`config.mk`:
```
export PLATFORM = sky130hd
export DESIGN_NAME = mmss_counter_up_flat
export DESIGN_NICKNAME = d
export VERILOG_FILES = /design/src/rtl/timer_pkg.sv /design/src/rtl/mmss_counter_up_if.sv /design/src/rtl/bcd_digit_up.sv /design/src/rtl/mmss_counter_up.sv /design/src/flat_wrapper.sv
export SDC_FILE = /design/constraint.sdc
export NUM_CORES = 1
export LEC_CHECK = 0
export ABC_CLOCK_PERIOD_IN_PS = 7400
export BUFFER_PORTS_ARGS = -buffer_cell sky130_fd_sc_hd__buf_2
export CORE_UTILIZATION = 35
export CTS_CLUSTER_DIAMETER = 30
export DETAILED_ROUTE_END_ITERATION = 16
export GPL_TIMING_DRIVEN = 0
export HOLD_SLACK_MARGIN = 0.1
export SYNTH_ARGS = -nofsm -noshare
export SYNTH_HDL_FRONTEND = slang
export SYNTH_SLANG_ARGS = --single-unit
```
`constraint.sdc`:
```
create_clock -name clk -period 7.4 [get_ports clk]
set_clock_uncertainty 0.2 [all_clocks]
set_input_delay 0.37 -clock clk [delete_from_list [all_inputs] [get_ports clk]]
set_output_delay 0.37 -clock clk [all_outputs]
set_load 0.02 [all_outputs]
```
`src/rtl/timer_pkg.sv`:
```
// Shared timer definitions: BCD digit limits, digit field offsets inside the
// 16-bit {m_tens, m_ones, s_tens, s_ones} word, and the nibble clamp helpers.
package timer_pkg;

    localparam logic [3:0] S_ONES_MAX = 4'd9;
    localparam logic [3:0] S_TENS_MAX = 4'd5;
    localparam logic [3:0] M_ONES_MAX = 4'd9;
    localparam logic [3:0] M_TENS_MAX = 4'd9;

    localparam int S_ONES_LSB = 0;
    localparam int S_TENS_LSB = 4;
    localparam int M_ONES_LSB = 8;
    localparam int M_TENS_LSB = 12;

    // 99:59, the terminal count.
    localparam logic [15:0] COUNT_MAX = 16'h9959;

    // Non-decimal nibbles (A..F) are forced to 9.
    function automatic logic [3:0] clamp_nibble(input logic [3:0] n);
        logic [3:0] r;
        if (n > 4'd9) begin
            r = 4'd9;
        end else begin
            r = n;
        end
        return r;
    endfunction

    // Clamp every digit of a BCD mm:ss word.
    function automatic logic [15:0] clamp_word(input logic [15:0] w);
        logic [15:0] r;
        r = 16'h0000;
        r[S_ONES_LSB +: 4] = clamp_nibble(w[S_ONES_LSB +: 4]);
        r[S_TENS_LSB +: 4] = clamp_nibble(w[S_TENS_LSB +: 4]);
        r[M_ONES_LSB +: 4] = clamp_nibble(w[M_ONES_LSB +: 4]);
        r[M_TENS_LSB +: 4] = clamp_nibble(w[M_TENS_LSB +: 4]);
        return r;
    endfunction

endpackage

```
`src/rtl/mmss_counter_up_if.sv`:
```
// Control/data bundle of the mm:ss up-counter.
// Optional lap display hold is compiled in when MMSS_UP_LAP_EN is defined.
interface mmss_counter_up_if;

    logic        enable_n;
    logic        tick;
    logic        load;
    logic [15:0] load_val;
    logic [15:0] count;
    logic        rco_L;
    logic        at_max;
`ifdef MMSS_UP_LAP_EN
    logic        lap;
    logic        lap_active;

    modport master (output enable_n, tick, load, load_val, lap,
                    input  count, rco_L, at_max, lap_active);
    modport slave  (input  enable_n, tick, load, load_val, lap,
                    output count, rco_L, at_max, lap_active);
`else
    modport master (output enable_n, tick, load, load_val,
                    input  count, rco_L, at_max);
    modport slave  (input  enable_n, tick, load, load_val,
                    output count, rco_L, at_max);
`endif

endinterface

```
`src/rtl/bcd_digit_up.sv`:
```
// One BCD up-counting digit. Wraps to 0 (raising carry_out) at MAX, and also
// at 9 so that a digit loaded above its normal limit (e.g. s_tens 6..9)
// keeps counting up to 9 before wrapping. Load has priority over carry_in.
module bcd_digit_up #(
    parameter logic [3:0] MAX = 4'd9
) (
    input  logic       clk,
    input  logic       rst,
    input  logic       carry_in,
    input  logic       load,
    input  logic [3:0] load_val,
    output logic [3:0] digit_o,
    output logic [3:0] digit_d_o,
    output logic       carry_out
);

    logic [3:0] digit_q;
    logic [3:0] digit_d;
    logic       wrap_s;

    assign wrap_s    = (digit_q == MAX) | (digit_q >= 4'd9);
    assign carry_out = carry_in & wrap_s;
    assign digit_o   = digit_q;
    assign digit_d_o = digit_d;

    // Next digit value: reset, then load, then count on carry_in.
    always_comb begin
        digit_d = digit_q;
        if (!rst) begin
            digit_d = 4'd0;
        end else if (load) begin
            digit_d = load_val;
        end else if (carry_in) begin
            if (wrap_s) begin
                digit_d = 4'd0;
            end else begin
                digit_d = digit_q + 4'd1;
            end
        end else begin
            digit_d = digit_q;
        end
    end

    // Digit state register.
    always_ff @(posedge clk) begin
        digit_q <= digit_d;
    end

endmodule

```
`src/rtl/mmss_counter_up.sv`:
```
// mm:ss BCD up-counter 00:00..99:59 with load, enable and ripple-carry out.
// WRAP=1 wraps to 00:00 after 99:59; WRAP=0 saturates at 99:59.
// Define MMSS_UP_LAP_EN to add the lap (display freeze) feature.
module mmss_counter_up
    import timer_pkg::*;
#(
    parameter int WRAP = 1
) (
    input logic              clk,
    input logic              rst,
    mmss_counter_up_if.slave bus
);

    logic        step_s;
    logic        c_s_ones_s;
    logic        c_s_tens_s;
    logic        c_m_ones_s;
    logic        term_s;
    logic        sat_load_s;
    logic        digit_load_s;
    logic [15:0] digit_val_s;
    logic [15:0] run_q;
    logic [15:0] run_d;
    logic        at_max_q;

    // A load masks the step, so a tick coincident with load is lost.
    assign step_s = ~bus.enable_n & bus.tick & ~bus.load;

    // In saturating mode the terminal carry reloads 99:59 instead of wrapping.
    assign sat_load_s   = term_s & (WRAP == 0);
    assign digit_load_s = bus.load | sat_load_s;
    assign digit_val_s  = bus.load ? clamp_word(bus.load_val) : COUNT_MAX;

    bcd_digit_up #(.MAX(S_ONES_MAX)) u_s_ones (
        .clk       (clk),
        .rst       (rst),
        .carry_in  (step_s),
        .load      (digit_load_s),
        .load_val  (digit_val_s[S_ONES_LSB +: 4]),
        .digit_o   (run_q[S_ONES_LSB +: 4]),
        .digit_d_o (run_d[S_ONES_LSB +: 4]),
        .carry_out (c_s_ones_s)
    );

    bcd_digit_up #(.MAX(S_TENS_MAX)) u_s_tens (
        .clk       (clk),
        .rst       (rst),
        .carry_in  (c_s_ones_s),
        .load      (digit_load_s),
        .load_val  (digit_val_s[S_TENS_LSB +: 4]),
        .digit_o   (run_q[S_TENS_LSB +: 4]),
        .digit_d_o (run_d[S_TENS_LSB +: 4]),
        .carry_out (c_s_tens_s)
    );

    bcd_digit_up #(.MAX(M_ONES_MAX)) u_m_ones (
        .clk       (clk),
        .rst       (rst),
        .carry_in  (c_s_tens_s),
        .load      (digit_load_s),
        .load_val  (digit_val_s[M_ONES_LSB +: 4]),
        .digit_o   (run_q[M_ONES_LSB +: 4]),
        .digit_d_o (run_d[M_ONES_LSB +: 4]),
        .carry_out (c_m_ones_s)
    );

    bcd_digit_up #(.MAX(M_TENS_MAX)) u_m_tens (
        .clk       (clk),
        .rst       (rst),
        .carry_in  (c_m_ones_s),
        .load      (digit_load_s),
        .load_val  (digit_val_s[M_TENS_LSB +: 4]),
        .digit_o   (run_q[M_TENS_LSB +: 4]),
        .digit_d_o (run_d[M_TENS_LSB +: 4]),
        .carry_out (term_s)
    );

    // at_max tracks the running value so it lines up with the updated count.
    always_ff @(posedge clk) begin
        if (!rst) begin
            at_max_q <= 1'b0;
        end else begin
            at_max_q <= (run_d == COUNT_MAX);
        end
    end

    assign bus.at_max = at_max_q;
    assign bus.rco_L  = ~(rst & (run_q == COUNT_MAX) & step_s);

`ifdef MMSS_UP_LAP_EN
    logic        lap_active_q;
    logic        lap_active_d;
    logic [15:0] count_q;
    logic [15:0] count_d;

    // Lap toggles the display hold; a load always releases it.
    always_comb begin
        lap_active_d = lap_active_q;
        if (bus.load) begin
            lap_active_d = 1'b0;
        end else if (bus.lap) begin
            lap_active_d = ~lap_active_q;
        end else begin
            lap_active_d = lap_active_q;
        end
    end

    // Displayed count freezes while the hold is active, else follows running.
    always_comb begin
        count_d = run_d;
        if (lap_active_d) begin
            count_d = count_q;
        end else begin
            count_d = run_d;
        end
    end

    // Display and lap-hold registers.
    always_ff @(posedge clk) begin
        if (!rst) begin
            count_q      <= 16'h0000;
            lap_active_q <= 1'b0;
        end else begin
            count_q      <= count_d;
            lap_active_q <= lap_active_d;
        end
    end

    assign bus.count      = count_q;
    assign bus.lap_active = lap_active_q;
`else
    assign bus.count = run_q;
`endif

endmodule

```
`src/flat_wrapper.sv`:
```
// flat-port wrapper written by rule: the top's interface ports become plain ports
module mmss_counter_up_flat import timer_pkg::*;
#(
    parameter int WRAP = 1
)
  (clk, rst, bus_enable_n, bus_tick, bus_load, bus_load_val, bus_count, bus_rco_L, bus_at_max);
  mmss_counter_up_if bus_i ();
  input logic clk;
  input logic rst;
  input wire logic [$bits(bus_i.enable_n)-1:0] bus_enable_n;
  input wire logic [$bits(bus_i.tick)-1:0] bus_tick;
  input wire logic [$bits(bus_i.load)-1:0] bus_load;
  input wire logic [$bits(bus_i.load_val)-1:0] bus_load_val;
  output wire logic [$bits(bus_i.count)-1:0] bus_count;
  output wire logic [$bits(bus_i.rco_L)-1:0] bus_rco_L;
  output wire logic [$bits(bus_i.at_max)-1:0] bus_at_max;
  assign bus_i.enable_n = bus_enable_n;
  assign bus_i.tick = bus_tick;
  assign bus_i.load = bus_load;
  assign bus_i.load_val = bus_load_val;
  assign bus_count = bus_i.count;
  assign bus_rco_L = bus_i.rco_L;
  assign bus_at_max = bus_i.at_max;
  mmss_counter_up #(.WRAP(WRAP)) u_core (.clk(clk), .rst(rst), .bus(bus_i));
endmodule
```
---- Yosys cells after proc, flatten, opt, wreduce, memory -nomap -nowiden ----
Cells that the tools add are included.
Widths: inputs -> output; s select.
storage, ports and cells
  output and inout bits ................... 18
  flip-flop bits (word level) ............. 17
  word-level logic and storage cells ...... 57
operators by class
  order comparisons ....................... 8
  bitwise gates (word level) .............. 14
  equality and inequality tests ........... 6
  mux-type cells .......................... 20
  add/sub/neg operators ................... 4
operators by type and width
  operator              number
  $mux 4                20
  $eq 16x16->1 const B  2
  $add 4x1->4 const B   4
  $ge 4x4->1 const B    4
  $gt 4x4->1 const B    4
  $eq 4x4->1 const B    3
  $and 1x1->1           7
  $eq 4x3->1 const B    1
  $or 1x1->1            4
  $not 1->1             3

---- Depth between registers and ports, before layout ----
  word-level depth ........................ 10
  depth in mapped cells ................... 11

---- Hierarchy ----
From an unflattened synthesis, not the netlist that was laid out.
second synthesis, totals
  cells, all modules ...................... 177
  area total of the unflattened synthesis .. 1405.1 um2
by module, submodules not included
  module                               instances  area an instance (um2)  cells an instance
  bcd_digit_up at u_core.u_m_ones ...  3          282.8                   33
  mmss_counter_up                      1          282.8                   44
  bcd_digit_up at u_core.u_s_tens      1          274.0                   34

---- Worst setup path after synthesis ----
No wires, ideal clock.
  path type ............................... flip-flop to flip-flop
  from .................................... register u_core.u_s_tens.digit_q[0] (netlist: u_core.u_s_tens.digit_o[0])
  to ...................................... register u_core.at_max_q (netlist: u_core.bus.at_max)
  clock period less this slack ............ 2.654 ns
  cell stages (with the launch flop) ...... 11
  path slack .............................. 4.746 ns
  buffers on the path ..................... 1
  arrival time ............................ 2.338 ns
  cell sequence ........................... dfxtp_1 > inv_1 > ha_1 > nor3b_1 > nor2_1 > nand2_4 > or3_1 > buf_2 > mux2i_1 > and4b_1 > and4b_1
between the ends
  longest elaborated chain between the ends .. 8
  elaborated cells on any way between the ends .. 17
  classes of those cells .................. 1 x add/sub; 1 x order compare; 2 x eq/ne; 10 x mux; 3 x bitwise
ends and longest elaborated chain
  item                                      line                   text
  from (decl)                               bcd_digit_up.sv:17     logic [3:0] digit_q;
  from (signal assigned)                    bcd_digit_up.sv:46     digit_q <= digit_d;
  $ge 4x4->1 or $eq 4x3->1 (tied branches)  bcd_digit_up.sv:21     assign wrap_s = (digit_q == MAX) | (digit_q >= 4'd9);
  $or 1x1->1                                bcd_digit_up.sv:21
  $and 1x1->1 (2 in a row)                  bcd_digit_up.sv:22     assign carry_out = carry_in & wrap_s;
  $mux 4                                    bcd_digit_up.sv:33     end else if (carry_in) begin
  $mux 4                                    bcd_digit_up.sv:31     end else if (load) begin
  $mux 4                                    bcd_digit_up.sv:29     if (!rst) begin
  $eq 16x16->1 *                            mmss_counter_up.sv:83  at_max_q <= (run_d == COUNT_MAX);
  to (signal assigned)                      mmss_counter_up.sv:83
  to (decl)                                 mmss_counter_up.sv:24  logic at_max_q;
Mark *: on every way between the ends. The rest lies on a longest branch, timed or not.
A chain may end at the register's enable or synchronous reset.

---- Final worst setup path ----
Same ends and word-level chain as after synthesis.

==> metrics <==
GP Congestion=0.837; area of the core=3690 um2; Synth top area share=25.3%; # diodes=0; multi-input logic area=912 um2; post-synthesis average cell area=8.42 um2; Routed WL per cell=14.9 um; Max Root-Sink Buffers=2; top_reg_cell synth=dfxtp_1; Syn. warnings=0; GRT overflow=0; Fin. Hold Viols=0; critical path's top delay family=simple AND/OR/NAND/NOR gates; Reg clk slew, reported paths=0.07 ns; die width=64.1 um; highest clock rate=353 MHz; count of final setup violators=0; post-CTS setup buffers=0; Slew Viols, Final=0; Synth Instances=160; synth-to-layout area growth=22.0%; top post-synthesis cells by area=dfxtp_1, ha_1, a21oi_1, inv_1, a31oi_1; Critical Path Max Stage Delay=0.46 ns; final cycle utilization of the critical path=38.3%; relative slew slack=63.2%; fill cell count=400; H-tree depth=1; Synth area leader=dfxtp_1; clock latency at the later pin of the worst-skew pair=0.26 ns; Via density=5.49; critical path cell sequence=inv_1 > ha_1 > nor3b_1 > nor2_1 > nand2_4 > or3_1 > buf_2 > mux2i_1 > and4b_1 > and4b_1; number of global-route vias before repair=1,281; #FFs+latches synth=17; Hold Crit Class=in2reg; first-pass GRT wire length=6.29 mm; total vias in the final route=1,373; crit path kind=reg2reg; asr flop ratio synth=0%; CP Data Arrival Time=2.84 ns; number of CTS-inserted buffers=3; fin nets=236; CTS sink cnt=17; TritonCTS clock tree=yes; Post-CTS Hold Buffers=0; outcome=complete, no violations; Crit-path slowest cell=nor2_1; Port Buffers=38; RSZ-0062 raised after global routing=false; setup_tns=0 ns; maximum VDD drop=0.102 mV; post-synthesis sequential area ratio=25.3%; num rows=22; Die Y=64.1 um; Total GRT Usage=19.9%; share of layout cells above drive strength 1=28.2%; WP data required=7.41 ns; syn_nets=193; Routed Wire Length=3.73 mm; CP Max Fanout=6; post-CTS resize count=0; initial antenna violation count=0; largest net degree at the start of global routing=11; crit path launch type=flop; leakage power=0.736 nW; Critical Path Sink Type=flop; drc violations=0; 1st-iter DRT viols=43; post-synth cell types=49; Final HPWL DP=2.88 mm; I/O pin count=39; Top cell by count, worst path=and4b_1; Tmin final=2.84 ns; drt pass-1 iters=4; worst path bufs/invs=2; EDFF count, synth=0; Pwr per Cell Area=146 nW/um2; MaxCap Viol Count=0; Synth Cell Area=1350 um2; FF/Latch Area=340 um2; die area=4100 um2; worst slew pin tran=0.550 ns; CTS root buffer=clkbuf_8; Pwr Total=0.240 mW; remaining antenna violation count after routing=0; starting density of the core=36.5%
## cell type report
cell class	count	share of cell area [%]
Inverter	13	2.97
Multi-Input combinational cell	124	55.5
Clock buffer	3	2.51
Clock inverter	1	0.304
Buffer	6	2.82
Sequential cell	17	20.7
Tap cell	48	3.65
Timing Repair Buffer	38	11.6
## metrics by stage
stage / instances / util [%] / setup slack, ns / cell area [um2] / hold slack [ns]
after global routing: 250 / 44.6 / 4.37 / 1640 / 0.203
after global placement: 246 / 43.3 / 4.60 / 1600 / 0.359
final: 250 / 44.6 / 4.56 / 1640 / 0.200
after floorplan: 160 / - / 4.75 / 1350 / 0.329
after CTS: 250 / 44.6 / 4.58 / 1640 / 0.200
after detailed placement: 246 / 43.3 / 4.59 / 1600 / 0.355
## cell families after synthesis
kind of cell,count (synthesis),share of synthesized area [%]
fa+ha+maj,12,11.1
simple gates,60,28.4
buf+inv,19,7.06
mux,3,2.23
compound gates,49,25.9
flops,17,25.3
## registers in the layout (all words and copies together), names as in the netlist
register and flops:
u_core.u_s_ones.digit_o 4, u_core.u_m_ones.digit_o 4, u_core.u_s_tens.digit_o 4, u_core.u_m_tens.digit_o 4, u_core.bus.at_max 1
## worst paths after layout
kind                                            startpoint                         end  slack (ns)  cells past startpoint
worst max-delay path            u_core.u_s_tens.digit_o[0]           u_core.bus.at_max        4.56                     10
worst min-delay path                       bus_load_val[3]  u_core.u_s_ones.digit_o[3]        0.20                      2
worst max register to register  u_core.u_s_tens.digit_o[0]           u_core.bus.at_max        4.56                     10
worst min register to register  u_core.u_s_tens.digit_o[3]  u_core.u_s_tens.digit_o[3]        0.37                      2
## power breakdown
group	switching, mW	internal [mW]
Clock	0.0352	0.0375
Sequential	0.00845	0.0970
Combinational	0.0359	0.0262
## layer usage
layer	global-route usage (%)	part of all wire (%)
met4	4.26	0.46
met2	31.9	49
met5	0	0
met1	27.6	47
met3	3.21	3.4
## worst register-to-register path, stage by stage, from the launching register on
cell	delay, ns
dfxtp_1	0.41
inv_1	0.10
ha_1	0.19
nor3b_1	0.15
nor2_1	0.46
nand2_4	0.13
or3_1	0.35
buf_2	0.16
mux2i_1	0.19
and4b_1	0.24
and4b_1	0.19
## layout by cell type, fill, tap and decap left out, types with 3 or more instances in the layout
master / netlist / layout
dfxtp_1: 17 / 17
nor2_1: 9 / 9
mux2i_1: 3 / 3
nand4b_1: 4 / 4
nand2_1: 3 / 3
nor2b_1: 5 / 5
nand4_1: 4 / 4
nor3_1: 3 / 3
clkbuf_8: 0 / 3
o31ai_1: 4 / 4
a31oi_1: 6 / 6
nand3_1: 6 / 6
ha_1: 12 / 12
inv_1: 12 / 12
buf_2: 3 / 41
nand2b_1: 5 / 5
o21a_1: 5 / 5
a221oi_1: 3 / 3
a21oi_1: 10 / 10
nor3b_1: 3 / 3
o21ai_0: 7 / 7
## Yosys cell counts (2+ instances only)
cell	n
a21oi_1	10
buf_6	2
nor2_1	9
dfxtp_1	17
a31oi_1	6
nand4b_1	4
inv_1	12
nand3b_1	2
ha_1	12
o21ai_0	7
nand2_1	3
or2_2	2
and3_1	2
nand4_1	4
o31ai_1	4
nor3_1	3
a221oi_1	3
nand2b_1	5
nor3b_1	3
o21a_1	5
nor2b_1	5
mux2i_1	3
o211ai_1	2
nand3_1	6
a211oi_1	2
buf_2	3
and4b_1	2
Note: power is estimated with default switching activity, not from simulation.
